`config.mk`:
```
export PLATFORM = sky130hd
export DESIGN_NAME = operand_bypass_stage
export DESIGN_NICKNAME = d
export VERILOG_FILES = /design/src/rtl/operand_bypass_stage_pkg.sv /design/src/rtl/operand_bypass_stage_bypass_port_select.sv /design/src/rtl/operand_bypass_stage.sv
export SDC_FILE = /design/constraint.sdc
export NUM_CORES = 1
export LEC_CHECK = 0
export CAP_MARGIN = 20
export CORE_MARGIN = 5
export CORE_UTILIZATION = 45
export DETAILED_ROUTE_END_ITERATION = 7
export PLACE_DENSITY = 0.75
export SLEW_MARGIN = 0
export SYNTH_ARGS = -nofsm -noshare
export SYNTH_HDL_FRONTEND = slang
export SYNTH_SLANG_ARGS = --single-unit
export TNS_END_PERCENT = 50
```
`constraint.sdc`:
```
create_clock -name clk -period 2.8 [get_ports clk]
set_input_delay 0.56 -clock clk [delete_from_list [all_inputs] [get_ports clk]]
set_output_delay 0.56 -clock clk [all_outputs]
set_load 0.05 [all_outputs]
```
`src/rtl/operand_bypass_stage_pkg.sv`:
```
// ============================================================================
// Module      : operand_bypass_stage_pkg
// Description : Shared types and constants for the operand bypass stage.
// Revision    : 1.0
// ============================================================================
`default_nettype none

package operand_bypass_stage_pkg;

    localparam int DEF_DATA_W     = 16;
    localparam int DEF_REG_AW     = 4;
    localparam int DEF_NUM_RD     = 2;
    localparam int DEF_HIST_DEPTH = 3;
    localparam int DEF_IMM_W      = 8;

    // Register 0 reads as zero and is never forwarded.
    localparam int REG_ZERO = 0;

    typedef struct packed {
        logic                  valid;
        logic                  pending;
        logic [DEF_REG_AW-1:0] addr;
        logic [DEF_DATA_W-1:0] data;
    } hist_slot_t;

endpackage : operand_bypass_stage_pkg

`default_nettype wire

```
`src/rtl/operand_bypass_stage_bypass_port_select.sv`:
```
// ============================================================================
// Module      : bypass_port_select
// Description : Youngest-match forwarding selector for one operand read port.
// Revision    : 1.0
// ============================================================================
`default_nettype none

module bypass_port_select
    import operand_bypass_stage_pkg::*;
#(
    parameter int DATA_W     = DEF_DATA_W,
    parameter int REG_AW     = DEF_REG_AW,
    parameter int HIST_DEPTH = DEF_HIST_DEPTH
) (
    input  logic [REG_AW-1:0]            i_rd_addr,
    input  logic [DATA_W-1:0]            i_rf_data,
    input  logic [HIST_DEPTH-1:0]        i_slot_valid,
    input  logic                         i_slot0_pending,
    input  logic [HIST_DEPTH*REG_AW-1:0] i_slot_addr,
    input  logic [HIST_DEPTH*DATA_W-1:0] i_slot_data,
    output logic [DATA_W-1:0]            o_sel_data,
    output logic                         o_fwd_hit,
    output logic                         o_pend_hit
);

    logic w_addr_live;
    assign w_addr_live = (i_rd_addr != REG_AW'(REG_ZERO));

    // Scan oldest to youngest so the youngest match is the last to overwrite.
    always_comb begin
        o_sel_data = i_rf_data;
        o_fwd_hit  = 1'b0;
        for (int k = HIST_DEPTH - 1; k >= 0; k--) begin
            if (w_addr_live && i_slot_valid[k] &&
                (i_slot_addr[k*REG_AW +: REG_AW] == i_rd_addr)) begin
                o_sel_data = i_slot_data[k*DATA_W +: DATA_W];
                o_fwd_hit  = 1'b1;
            end
        end
    end

    assign o_pend_hit = w_addr_live && i_slot_valid[0] && i_slot0_pending &&
                        (i_slot_addr[0 +: REG_AW] == i_rd_addr);

endmodule : bypass_port_select

`default_nettype wire

```
`src/rtl/operand_bypass_stage.sv`:
```
// ============================================================================
// Module      : operand_bypass_stage
// Description : Operand fetch/forwarding stage with load-use hazard detection
//               and registered operands. Optional FWD_STATS_EN adds counters.
// Revision    : 1.0
// ============================================================================
`default_nettype none

module operand_bypass_stage
    import operand_bypass_stage_pkg::*;
#(
    parameter int DATA_W     = DEF_DATA_W,
    parameter int REG_AW     = DEF_REG_AW,
    parameter int NUM_RD     = DEF_NUM_RD,
    parameter int HIST_DEPTH = DEF_HIST_DEPTH,
    parameter int IMM_W      = DEF_IMM_W
) (
    input  logic                     clk,
    input  logic                     rst_n,
    input  logic                     in_valid,
    input  logic                     stall,
    input  logic                     flush,
    input  logic [NUM_RD*REG_AW-1:0] rd_addr,
    input  logic [NUM_RD*DATA_W-1:0] rf_data,
    input  logic [IMM_W-1:0]         imm,
    input  logic                     imm_sel,
    input  logic                     res_valid,
    input  logic [REG_AW-1:0]        res_addr,
    input  logic [DATA_W-1:0]        res_data,
    input  logic                     res_pending,
    input  logic [DATA_W-1:0]        ld_data,
    output logic [NUM_RD*DATA_W-1:0] op_data,
    output logic                     op_valid,
    output logic                     hazard
`ifdef FWD_STATS_EN
    ,
    output logic [31:0]              fwd_hits,
    output logic [31:0]              hazard_cycles
`endif
);

    logic [HIST_DEPTH-1:0]        r_hist_valid;
    logic                         r_slot0_pending;
    logic [HIST_DEPTH*REG_AW-1:0] r_hist_addr;
    logic [HIST_DEPTH*DATA_W-1:0] r_hist_data;

    logic [DATA_W-1:0]            w_slot1_data;
    logic [NUM_RD*DATA_W-1:0]     w_sel_data;
    logic [NUM_RD-1:0]            w_fwd;
    logic [NUM_RD-1:0]            w_pend;

    // A pending load resolves as it moves into slot 1, so only slot 0 can be pending.
    assign w_slot1_data = r_slot0_pending ? ld_data : r_hist_data[0 +: DATA_W];

    always_ff @(posedge clk or negedge rst_n) begin
        if (!rst_n) begin
            r_hist_valid    <= '0;
            r_slot0_pending <= 1'b0;
            r_hist_addr     <= '0;
            r_hist_data     <= '0;
        end else begin
            r_hist_valid    <= {r_hist_valid[HIST_DEPTH-2:0], res_valid};
            r_slot0_pending <= res_pending;
            r_hist_addr     <= {r_hist_addr[(HIST_DEPTH-1)*REG_AW-1:0], res_addr};
            r_hist_data     <= {r_hist_data[(HIST_DEPTH-1)*DATA_W-1:0], res_data};
            r_hist_data[DATA_W +: DATA_W] <= w_slot1_data;
        end
    end

    for (genvar i = 0; i < NUM_RD; i++) begin : g_port
        logic [DATA_W-1:0] w_raw_data;
        logic              w_raw_fwd;
        logic              w_raw_pend;

        bypass_port_select #(
            .DATA_W     (DATA_W),
            .REG_AW     (REG_AW),
            .HIST_DEPTH (HIST_DEPTH)
        ) u_sel (
            .i_rd_addr       (rd_addr[i*REG_AW +: REG_AW]),
            .i_rf_data       (rf_data[i*DATA_W +: DATA_W]),
            .i_slot_valid    (r_hist_valid),
            .i_slot0_pending (r_slot0_pending),
            .i_slot_addr     (r_hist_addr),
            .i_slot_data     (r_hist_data),
            .o_sel_data      (w_raw_data),
            .o_fwd_hit       (w_raw_fwd),
            .o_pend_hit      (w_raw_pend)
        );

        if (i == 0) begin : g_imm
            assign w_sel_data[0 +: DATA_W] = imm_sel ? DATA_W'(imm) : w_raw_data;
            assign w_fwd[0]                = w_raw_fwd  && !imm_sel;
            assign w_pend[0]               = w_raw_pend && !imm_sel;
        end else begin : g_reg
            assign w_sel_data[i*DATA_W +: DATA_W] = w_raw_data;
            assign w_fwd[i]                       = w_raw_fwd;
            assign w_pend[i]                      = w_raw_pend;
        end
    end

    assign hazard = in_valid && (|w_pend);

    always_ff @(posedge clk or negedge rst_n) begin
        if (!rst_n) begin
            op_data  <= '0;
            op_valid <= 1'b0;
        end else if (flush) begin
            op_valid <= 1'b0;
        end else if (!stall) begin
            if (hazard) begin
                op_valid <= 1'b0;
            end else begin
                op_data  <= w_sel_data;
                op_valid <= in_valid;
            end
        end
    end

`ifdef FWD_STATS_EN
    logic w_accept;
    assign w_accept = !flush && !stall && !hazard && in_valid;

    always_ff @(posedge clk or negedge rst_n) begin
        if (!rst_n) begin
            fwd_hits      <= '0;
            hazard_cycles <= '0;
        end else begin
            if (w_accept && (|w_fwd) && (fwd_hits != '1)) begin
                fwd_hits <= fwd_hits + 32'd1;
            end
            if (hazard && !stall && (hazard_cycles != '1)) begin
                hazard_cycles <= hazard_cycles + 32'd1;
            end
        end
    end
`else
    logic w_unused_fwd;
    assign w_unused_fwd = ^w_fwd;
`endif

endmodule : operand_bypass_stage

`default_nettype wire

```
* Word level (Yosys, flattened, before mapping)
Index checks and enable logic that the tools add are counted.
** Operators by class
- Bitwise logic cells :: 3
- Equality and inequality tests :: 7
- Multiplexer cells :: 11
- Reduce and logical (&&, ||, !) cells :: 23
** Operators by type and width (number)
- $mux 16 :: 8
- $eq 4x4->1 :: 6
- $logic_and 1x1->1 :: 18
- $reduce_bool 4->1 :: 2
- $mux 1 :: 3
- $not 1->1 :: 3
- $reduce_and 3->1 :: 1
- $ne 2x1->1 const B :: 1
- $reduce_or 2->1 :: 1
- $logic_not 1->1 :: 1
** Storage, ports and cells
- Word-level logic and storage cells :: 50
- Bits in registers :: 97
- Input bits :: 92

* Longest topological paths before layout
Gate-level depths: netlist of run 1.
- Depth after elaboration :: 10
- Gate-level depth with buffers :: 10
- Mapped depth without buffers :: 6

* By module
From an unflattened synthesis of run 1, not the netlist that was laid out.
** Unflattened totals
- Cells, all modules :: 425
- Area total of the unflattened synthesis :: 4969.8 sq um
** By module, submodules not included
- operand_bypass_stage :: instances 1, area each 3295.7 sq um, cells each 185
- bypass_port_select :: instances 2, area each 837.1 sq um, cells each 120

* Worst setup path after synthesis of run 1
No wires, ideal clock.
- Path type :: input port to output port
- Start :: input port rd_addr[2]
- End :: output port hazard
- Setup slack :: 0.126 ns
- Stages :: 7
- Data arrival time :: 2.114 ns
- Required time :: 2.240 ns
- Path through :: clkbuf_1 nor4_1 nor4_1 and3_1 buf_2 a21o_1 and3_1
** On the way
- Cells in the longest elaborated chain, start to end :: 7
- Elaborated cells on any way between the ends :: 8
** Ends and longest elaborated chain
- start: declaration :: RTL line operand_bypass_stage.sv:23 : input logic [NUM_RD*REG_AW-1:0] rd_addr,
- $reduce_bool 4->1 :: RTL line operand_bypass_stage_bypass_port_select.sv:27 : assign w_addr_live = (i_rd_addr != REG_AW'(REG_ZERO));
- $logic_and 1x1->1 (2 in a row) :: RTL line operand_bypass_stage_bypass_port_select.sv:42 : assign o_pend_hit = w_addr_live && i_slot_valid[0] && i_slot0_pending &&
- $logic_and 1x1->1 (*) :: RTL line operand_bypass_stage_bypass_port_select.sv:42
- $logic_and 1x1->1 (*) :: RTL line operand_bypass_stage.sv:94 : assign w_pend[0] = w_raw_pend && !imm_sel;
- $reduce_or 2->1 (*) :: RTL line operand_bypass_stage.sv:102 : assign hazard = in_valid && (|w_pend);
- $logic_and 1x1->1 (*) :: RTL line operand_bypass_stage.sv:102
- end: declaration :: RTL line operand_bypass_stage.sv:34 : output logic hazard
Mark *: on every way between the ends. The rest lies on a longest branch, timed or not.

* Worst setup path in the final report of run 1
- Start :: input port rd_addr[0]
- End :: output port hazard
The elaborated chain is that of the path after synthesis.

==> results of run 1 <==
## worst max-delay path, cell delays in order
cell and delay [ps]:
dlygate4sd2_1 270, xor2_1 150, nor4_1 280, buf_4 160, and3_4 180, a21o_1 190
and3_4 220, buf_12 130
## sequential cells by signal (all words and copies together) (netlist names)
signal           cells
r_hist_data         48
op_data             32
r_hist_addr         12
r_hist_valid         3
op_valid             1
r_slot0_pending      1
## stage by stage
| stage | hold slack (ps) | setup TNS, ps | cell area, um2 | utilization |
|---|---|---|---|---|
| after floorplan | 264 | 0 | 4640 | - |
| final | 240 | 0 | 6630 | 0.651 |
| after global routing | 281 | -15.3 | 6630 | 0.651 |
| after CTS | 235 | 0 | 6580 | 0.646 |
| after global placement | 377 | -2710 | 6320 | 0.621 |
| after detailed placement | 378 | -4000 | 6320 | 0.621 |
## final timing paths
path | from | endpoint | slack [ps] | cells past startpoint
worst max register to register | r_hist_addr[0] | op_data[16] | 400 | 9
worst min-delay path | rst_n | r_hist_data[19] | 240 | 1
worst min register to register | r_hist_valid[1] | r_hist_valid[2] | 400 | 0
worst max-delay path | rd_addr[0] | hazard | 100 | 8
min in group clk | r_hist_valid[1] | r_hist_valid[2] | 400 | 0
max in group asynchronous | rst_n | r_hist_data[39] | 1860 | 2
## final cells by class
| cell class | count | area, um2 |
|---|---|---|
| Clock buffer | 10 | 128 |
| Clock inverter | 5 | 105 |
| Fill cell | 793 | 3560 |
| Inverter | 18 | 67.6 |
| Multi-Input combinational cell | 267 | 2040 |
| Sequential cell | 97 | 2430 |
| Tap cell | 136 | 170 |
| Timing Repair Buffer | 172 | 1690 |
## report_power, final
group / leakage (uW) / switching [uW] / internal [uW]
Combinational: 0.00150 / 592 / 473
Sequential: 0.00114 / 106 / 1540
Clock: 0.000109 / 495 / 589
Total: 0.00276 / 1190 / 2610
## cells in the final DEF (no fill, tap or decap), types with 9 or more instances in the layout
master / synthesis / final
a211oi_1: 14 / 14
a211oi_2: 10 / 10
a21boi_0: 16 / 16
a21oi_1: 10 / 10
a2bb2oi_1: 16 / 16
and3_1: 11 / 9
buf_4: 0 / 41
clkbuf_8: 0 / 9
clkdlybuf4s50_1: 0 / 115
dfrtp_1: 97 / 96
inv_1: 17 / 17
mux2_2: 40 / 40
nand2_1: 21 / 21
nor2_1: 18 / 17
nor3_1: 18 / 18
o31ai_1: 16 / 16
xnor2_1: 12 / 12
xor2_1: 9 / 9
## cell families after synthesis
family | after synthesis | share of synthesized area
compound gates | 112 | 0.191
xor+xnor | 21 | 0.0396
buf+inv | 49 | 0.0456
flops | 97 | 0.523
mux | 40 | 0.0970
simple gates | 94 | 0.104
## routing by layer
metal	vias up	track usage
li1	1802	-
met1	1996	0.310
met2	189	0.369
met3	23	0.0484
met4	0	0.0787
met5	-	0
## what timing repair did
| action | in CTS | in global routing |
|---|---|---|
| setup buffers | 2 | 4 |
| endpoints found under the setup margin | 1 | 1 |
| hold buffers | 0 | 0 |
| pin swaps | 4 | 3 |
| gates resized for setup | 9 | 5 |
==> flow_metrics.env, run 1 <==
export IMPL_status="complete, no violations"
export IMPL_fmax_mhz=371
export IMPL_worst_ep_arrival_time_ps=2140
export IMPL_synth_top_cell_area_share=0.523
export IMPL_gp_congestion=0.874
export IMPL_worstPathMaxFanout=2
export IMPL_setup_viol=0
export IMPL_hold_viol_final=0
export IMPL_core_area_um2=10200
export IMPL_layout_drive_gt1_share=0.218
export IMPL_synth_seq_cells=97
export IMPL_crit_path_end_kind="output pin"
export IMPL_num_rows=37
export IMPL_yosys_warnings=0
export IMPL_viasPerCell=5.69
export IMPL_fin_ws_ps=101
export IMPL_area_growth_pct=42.8
export IMPL_drv_slew=0
export IMPL_worst_clock_skew_ps=11.5
export IMPL_drc=0
export IMPL_ios=126
export IMPL_diodes=0
export IMPL_crit_type="input pin to output pin"
export IMPL_grt_pass1_wl_um=22500
export IMPL_clk_latency_ps=370
export IMPL_drt_met1_wl_um=5940
export IMPL_dr_wl_met3_um=1080
export IMPL_ys_seq_area_frac=0.523
export IMPL_start_kind="input pin"
export IMPL_clk_pin_slew_ps=90
export IMPL_hold_class="input pin to async pin"
export IMPL_post_synth_inst_count=413
export IMPL_wl_per_cell_um=20.3
export IMPL_synth_edf_count=0
export IMPL_start_util=0.456
export IMPL_dp_cells=684
export IMPL_yosysUniqueCellTypes=38
export IMPL_tritoncts="yes"
export IMPL_cts_sinks=97
export IMPL_place_ws_ps=-193
export IMPL_antenna_found_initial=0
export IMPL_netlist_area_um2=4640
export IMPL_ant_nets=0
export IMPL_final_cells=705
export IMPL_tightest_slew_ps=679
export IMPL_die_h_um=112
export IMPL_final_period_utilization=0.964
export IMPL_die_w_um=112
export IMPL_hpwl_um=10300
export IMPL_synthArstFlopShare=1.00
export IMPL_wl_met2_um=7010
export IMPL_period_minus_slack_ps=2700
export IMPL_highest_layer="met4"
export IMPL_grt_ovfl_total=0
export IMPL_nNetsFinal=657
export IMPL_vias=4010
export IMPL_slew_headroom=0.547
export IMPL_clock_path_buffers=2
export IMPL_maxCapViolCount=0
export IMPL_powerDensity_nw_per_um2=573
export IMPL_port_buffers=125
export IMPL_synth_top_cell_by_area="dfrtp_1"
export IMPL_finalPower_uw=3800
export IMPL_avgSynthCellArea_um2=11.2
export IMPL_vdd_drop_max_v=0.000286
export IMPL_grt_usage=0.230
export IMPL_grt_pass1_vias=4156
export IMPL_grt_max_degree=52
export IMPL_netlist_top_cells_count="dfrtp_1, mux2_2, nand2_1"
export IMPL_die_area_um2=12400
export IMPL_synth_ff_type="dfrtp_1"
export IMPL_synth_nets=505
export IMPL_cts_made_buffers=9
export IMPL_wl_um=14300
export IMPL_critical_path_required_ps=2240
export IMPL_synth_area_leaders="dfrtp_1, mux2_2, a2bb2oi_1"
export IMPL_drt_iter0_markers=278
export IMPL_h_tree_depth=3
export IMPL_yosys_cell_count_top_type="dfrtp_1"
export IMPL_root_buffer="clkbuf_8"
export IMPL_leakagePower_uw=0.00276
export IMPL_drt_first_pass_iters=7
Note: power is estimated with default switching activity, not from simulation.
==> run 2, diff against run 1 <==
==> constraint.sdc (replaced) <==
create_clock -name clk -period 2.8 [get_ports clk]
set_input_delay 0.84 -clock clk [delete_from_list [all_inputs] [get_ports clk]]
set_output_delay 0.84 -clock clk [all_outputs]
set_load 0.05 [all_outputs]
==> run 2 against run 1 <==
- the run now ends with negative setup slack left
- critical path depth decreased by 1
- sequential power about the same
- non-clock buffer count increased by 10
- global-route usage increased by 1.2 points
- register-to-register slack got worse by 230 ps
- worst hold slack improved by 160 ps
- flip-flop and latch count unchanged
- largest power group unchanged
- highest routed layer unchanged
==> flow_metrics.env, run 2 (synthesized netlist as in run 1, its figures left out) <==
export IMPL_cts_made_buffers=9
export IMPL_antenna_found_initial=0
export IMPL_multi_input_area_um2=2120
export IMPL_wl_met2_um=7640
export IMPL_regToRegSetupSlack_ps=170
export IMPL_final_period_utilization=1.08
export IMPL_slew_headroom=0.630
export IMPL_hold_viol_final=0
export IMPL_viasPerCell=5.61
export IMPL_die_w_um=112
export IMPL_critical_path_required_ps=1960
export IMPL_clock_path_buffers=2
export IMPL_largest_register_ffs=48
export IMPL_wl_um=14800
export IMPL_area_growth_pct=45.0
export IMPL_powerDensity_nw_per_um2=553
export IMPL_clk_pin_slew_ps=90
export IMPL_status="finished, violations left"
export IMPL_hpwl_um=10900
export IMPL_maxCapViolCount=0
export IMPL_die_area_um2=12400
export IMPL_grt_pass1_wl_um=23800
export IMPL_path_depth=7
export IMPL_crit_type="input pin to output pin"
export IMPL_vdd_drop_max_v=0.000382
export IMPL_worstPathMaxFanout=3
export IMPL_tritoncts="yes"
export IMPL_rsz0062_at_grt="true"
export IMPL_drt_met1_wl_um=6180
export IMPL_cts_sinks=97
export IMPL_path_buf_inv=2
export IMPL_final_common_cell="clkdlybuf4s50_1"
export IMPL_r2r_start="r_hist_addr[0]"
export IMPL_drc=0
export IMPL_setup_viol=1
export IMPL_fin_ws_ps=-222
export IMPL_vias=4017
export IMPL_layout_common_cells="clkdlybuf4s50_1, dfrtp_1, buf_4, mux2_2, nand2_1"
export IMPL_drt_iter0_markers=229
export IMPL_setup_tns_ps=-222
export IMPL_layout_drive_gt1_share=0.262
export IMPL_die_h_um=112
export IMPL_whs_ps=399
export IMPL_r2r_cells=15
export IMPL_tightest_slew_ps=553
export IMPL_worst_ep_arrival_time_ps=2180
export IMPL_dr_wl_met3_um=735
export IMPL_diodes=0
export IMPL_ios=126
export IMPL_leakagePower_uw=0.00281
export IMPL_slowest_stage="nor4_2"
export IMPL_start_util=0.456
export IMPL_hold_class="input pin to async pin"
export IMPL_drv_slew=0
export IMPL_fillCellCount=771
export IMPL_rr_endpoint="op_data[5]"
export IMPL_period_minus_slack_ps=3020
export IMPL_grt_max_degree=68
export IMPL_grt_usage=0.241
export IMPL_port_buffers=125
export IMPL_h_tree_depth=3
export IMPL_regMostFlops="r_hist_data"
export IMPL_nNetsFinal=667
export IMPL_ant_nets=0
export IMPL_core_area_um2=10200
export IMPL_reg_top3="r_hist_data (48), op_data (32), r_hist_addr (12)"
export IMPL_highest_layer="met4"
export IMPL_crit_path_end_kind="output pin"
export IMPL_grt_pass1_vias=4347
export IMPL_gp_congestion=0.813
export IMPL_start_kind="input pin"
export IMPL_wl_per_cell_um=20.7
export IMPL_root_buffer="clkbuf_8"
export IMPL_drt_first_pass_iters=5
export IMPL_grt_ovfl_total=0
export IMPL_num_rows=37
export IMPL_holdBufCountCts=0
export IMPL_fmax_mhz=331
export IMPL_path_cells="buf_8 > xor2_1 > nor4_2 > and3_1 > a21o_1 > and3_4 > buf_12"
export IMPL_clk_latency_ps=360
export IMPL_worst_clock_skew_ps=8.91
export IMPL_violations="negative setup slack"
export IMPL_max_stage_delay_ps=320
export IMPL_seq_area_um2=2430
export IMPL_cpLargestDelayFamily="simple AND/OR/NAND/NOR gates"
==> run 2: cell types whose count changed in the layout (fill, tap and decap cells not counted), sizes merged, moves of 2 or more <==
cell           before  now
buf                49   64
dlygate4sd2         7    0
clkbuf             10   13
bufinv              3    1
clkdlybuf4s15       0    2
==> run 2: layout make-up <==
cell class / instances / share of cell area
Clock buffer: 12 / 0.0245
Multi-Input combinational cell: 267 / 0.315
Tap cell: 136 / 0.0253
Timing Repair Buffer: 182 / 0.257
Sequential cell: 97 / 0.361
Inverter: 18 / 0.0100
Clock inverter: 4 / 0.00743
==> run 2: worst register-to-register path, cell delays in order, from the launching register on <==
cell	delay [ps]
dfrtp_1	470
xor2_1	200
nor4_2	310
buf_4	160
buf_4	90
buf_4	90
buf_4	90
buf_4	90
buf_4	90
buf_4	100
nand3_4	100
buf_6	160
buf_4	140
o311ai_4	60
a2bb2oi_2	90
mux2_4	270
==> run 2: layer usage <==
layer | up-vias | GRT usage
li1 | 1829 | -
met1 | 2004 | 0.320
met2 | 165 | 0.417
met3 | 19 | 0.0337
met4 | 0 | 0.0649
met5 | - | 0
==> run 2: power breakdown <==
group	internal [uW]	total [uW]	switching, uW
Sequential	1540	1640	97.9
Clock	485	983	498
Combinational	495	1100	606
Total	2520	3730	1200
==> run 2: through the flow <==
stage	utilization	cells	power [uW]	setup slack [ps]	cell area, um2
floorplan	-	413	2230	-170	4650
global placement	0.624	692	2720	-609	6360
detailed placement	0.624	692	2740	-569	6360
CTS	0.655	717	3720	-192	6680
global route	0.661	716	3880	-272	6730
finish	0.661	716	3730	-222	6730
==> run 2: worst max-delay path by stage <==
stage	from	to	slack [ps]
5_1_grt	rd_addr[3]	hazard	-270
6_report	rd_addr[3]	hazard	-220
3_5_place_dp	rd_addr[6]	op_data[20]	-570
4_1_cts	rd_addr[3]	hazard	-190
2_1_floorplan	rd_addr[2]	hazard	-170
3_3_place_gp	rd_addr[1]	hazard	-610
==> run 2: timing repair <==
item	CTS	global route
pin swaps	12	1
resized for setup	42	13
setup endpoints to repair	24	17
buffers inserted	9	2
==> run 3, diff against run 2 <==
--- a/config.mk
+++ b/config.mk
@@ -5,11 +5,12 @@
 export SDC_FILE = /design/constraint.sdc
 export NUM_CORES = 1
 export LEC_CHECK = 0
+export ABC_AREA = 1
 export CAP_MARGIN = 20
 export CORE_MARGIN = 5
 export CORE_UTILIZATION = 45
 export DETAILED_ROUTE_END_ITERATION = 7
-export PLACE_DENSITY = 0.75
+export PLACE_DENSITY = 0.74
 export SLEW_MARGIN = 0
 export SYNTH_ARGS = -nofsm -noshare
 export SYNTH_HDL_FRONTEND = slang
==> run 3 against run 2 <==
- the flow now finishes without violations
- design area grew 3.9%
- maximum frequency grew 9.8%
- sequential power is essentially flat
- clock-buffer cell count shrank 2
- highest routed layer unchanged
==> flow_metrics.env, run 3 <==
export IMPL_path_cells="dlygate4sd2_1 > xor2_1 > nor2_2 > nand3_2 > nand2_2 > nand2_2 > inv_2 > buf_12"
export IMPL_place_ws_ps=-339
export IMPL_period_minus_slack_ps=2750
export IMPL_clock_path_buffers=2
export IMPL_largest_register_ffs=48
export IMPL_fin_util=0.637
export IMPL_synth_edf_count=0
export IMPL_clk_pin_slew_ps=70
export IMPL_wl_per_cell_um=16.0
export IMPL_critical_path_required_ps=1960
export IMPL_synth_top_cell_by_area="dfrtp_1"
export IMPL_vdd_drop_max_v=0.000400
export IMPL_synth_area_leaders="dfrtp_1, nand2_1, nand3_1"
export IMPL_ys_seq_area_frac=0.477
export IMPL_slew_headroom=0.652
export IMPL_slowest_stage="dlygate4sd2_1"
export IMPL_worstPathMaxFanout=3
export IMPL_final_common_cell="nand2_1"
export IMPL_num_rows=38
export IMPL_powerDensity_nw_per_um2=545
export IMPL_reg_top3="r_hist_data (48), op_data (32), r_hist_addr (12)"
export IMPL_worst_ep_arrival_time_ps=1910
export IMPL_worst_clock_skew_ps=7.86
export IMPL_maxCapViolCount=0
export IMPL_leakagePower_uw=0.00358
export IMPL_yosys_cell_count_top_type="nand2_1"
export IMPL_drc=0
export IMPL_fmax_mhz=364
export IMPL_netlist_top_cells_count="nand2_1, dfrtp_1, nand3_1"
export IMPL_die_h_um=116
export IMPL_start_util=0.463
export IMPL_tritoncts="yes"
export IMPL_grt_usage=0.240
export IMPL_layout_drive_gt1_share=0.152
export IMPL_finalPower_uw=3810
export IMPL_die_area_um2=13500
export IMPL_root_buffer="clkbuf_16"
export IMPL_gp_congestion=0.901
export IMPL_hpwl_um=12100
export IMPL_avgSynthCellArea_um2=7.69
export IMPL_ant_nets=0
export IMPL_core_area_um2=11000
export IMPL_grt_pass1_wl_um=25100
export IMPL_wl_um=15400
export IMPL_vias=4789
export IMPL_fin_ws_ps=49.1
export IMPL_clk_latency_ps=350
export IMPL_final_area_um2=6990
export IMPL_final_period_utilization=0.982
export IMPL_area_growth_pct=37.4
export IMPL_placed_area_um2=6680
export IMPL_grt_max_degree=40
export IMPL_yosys_warnings=0
export IMPL_synth_nets=754
export IMPL_post_synth_inst_count=662
export IMPL_status="complete, no violations"
export IMPL_synth_top_cell_area_share=0.477
export IMPL_rsz0062_at_grt="false"
export IMPL_drt_iter0_markers=359
export IMPL_crit_type="input pin to output pin"
export IMPL_start_kind="input pin"
export IMPL_grt_pass1_vias=5044
export IMPL_fillCellCount=908
export IMPL_hold_viol_final=0
export IMPL_path_buf_inv=3
export IMPL_die_w_um=116
export IMPL_tightest_slew_ps=520
export IMPL_netlist_area_um2=5090
export IMPL_whs_ps=376
export IMPL_setup_viol=0
export IMPL_layout_common_cells="nand2_1, clkdlybuf4s50_1, dfrtp_1, nand3_1, inv_1"
export IMPL_ios=126
export IMPL_viasPerCell=4.95
export IMPL_cpMostUsedCell="nand2_2"
export IMPL_synth_ff_type="dfrtp_1"
export IMPL_drt_first_pass_iters=5
export IMPL_h_tree_depth=3
export IMPL_port_buffers=125
export IMPL_cpLargestDelayFamily="buffers and inverters"
export IMPL_synthArstFlopShare=1.00
export IMPL_nNetsFinal=914
export IMPL_max_stage_delay_ps=280
export IMPL_antenna_found_initial=0
export IMPL_drv_slew=0
export IMPL_hold_class="input pin to async pin"
export IMPL_diodes=0
export IMPL_cts_sinks=97
export IMPL_yosysUniqueCellTypes=31
export IMPL_synth_seq_cells=97
export IMPL_crit_path_end_kind="output pin"
export IMPL_grt_ovfl_total=0
export IMPL_cts_made_buffers=9
export IMPL_regMostFlops="r_hist_data"
-- run 3: changes by cell type after synthesis, moves of 16 or more --
cell	change
nand2_2	+22
nand3_1	+81
nor2_1	+21
nand4_1	+17
nand2_1	+216
mux2_2	-40
inv_1	+52
o31ai_1	-16
a21boi_0	-16
a2bb2oi_1	-16
nor3_1	-18
-- run 3: cell families after synthesis --
group | synth area share
flops | 0.477
buf+inv | 0.0981
simple gates | 0.392
xor+xnor | 0.00344
compound gates | 0.0297
-- run 3: where the power goes --
part	internal (uW)	switching (uW)	total, uW
Sequential	1530	90.5	1620
Combinational	400	606	1010
Clock	616	567	1180
Total	2550	1260	3810
-- run 3: area by class of cell --
class	instances	area, um2	share of cell area
well taps	140	175	0.0250
multi-input cells	461	2180	0.311
repair buffers	176	1650	0.235
clock buffers	10	229	0.0327
clock inverters	6	51.3	0.00734
flip-flops and latches	97	2430	0.347
inverters	77	289	0.0413
-- run 3: worst paths after layout --
path / from / to / slack (ps) / cells past startpoint
max in group asynchronous: rst_n / op_data[29] / 1830 / 2
min: rst_n / r_hist_data[32] / 380 / 1
max reg2reg: r_hist_addr[0] / op_data[30] / 660 / 12
min reg2reg: r_hist_addr[5] / r_hist_addr[9] / 390 / 0
min in group clk: r_hist_addr[5] / r_hist_addr[9] / 390 / 0
max: rd_addr[4] / hazard / 50 / 8
-- run 3: through the flow --
step / std cells / setup TNS (ps)
3_3_place_gp: 946 / -298
3_5_place_dp: 946 / -937
6_report: 967 / 0
5_1_grt: 967 / 0
2_1_floorplan: 662 / 0
4_1_cts: 966 / 0
-- run 3: what timing repair did --
item,CTS,global route
endpoints found under the setup margin,1,1
pin swaps,3,5
endpoints found under the hold margin,0,0
buffers inserted,4,1
resized for setup,13,13
gates cloned,0,0
hold buffers,0,0
-- run 3: worst reg2reg max path, cell delays in order, from the launching register on --
cell and delay, ps:
dfrtp_1 440, xor2_1 220, nor2_2 80, buf_4 130, buf_4 120, buf_4 120, buf_4 120, buf_4 120
nand4_2 100, buf_4 250, nand3_1 170, nand3_1 100, nand2_1 70
-- run 3: routing by layer --
metal | vias to the layer above | track usage | wire length (um)
met3 | 11 | 0.0440 | 1070
met5 | - | 0 | 0
met1 | 2217 | 0.337 | 6960
li1 | 2389 | - | -
met2 | 172 | 0.384 | 7260
met4 | 0 | 0.0665 | 165
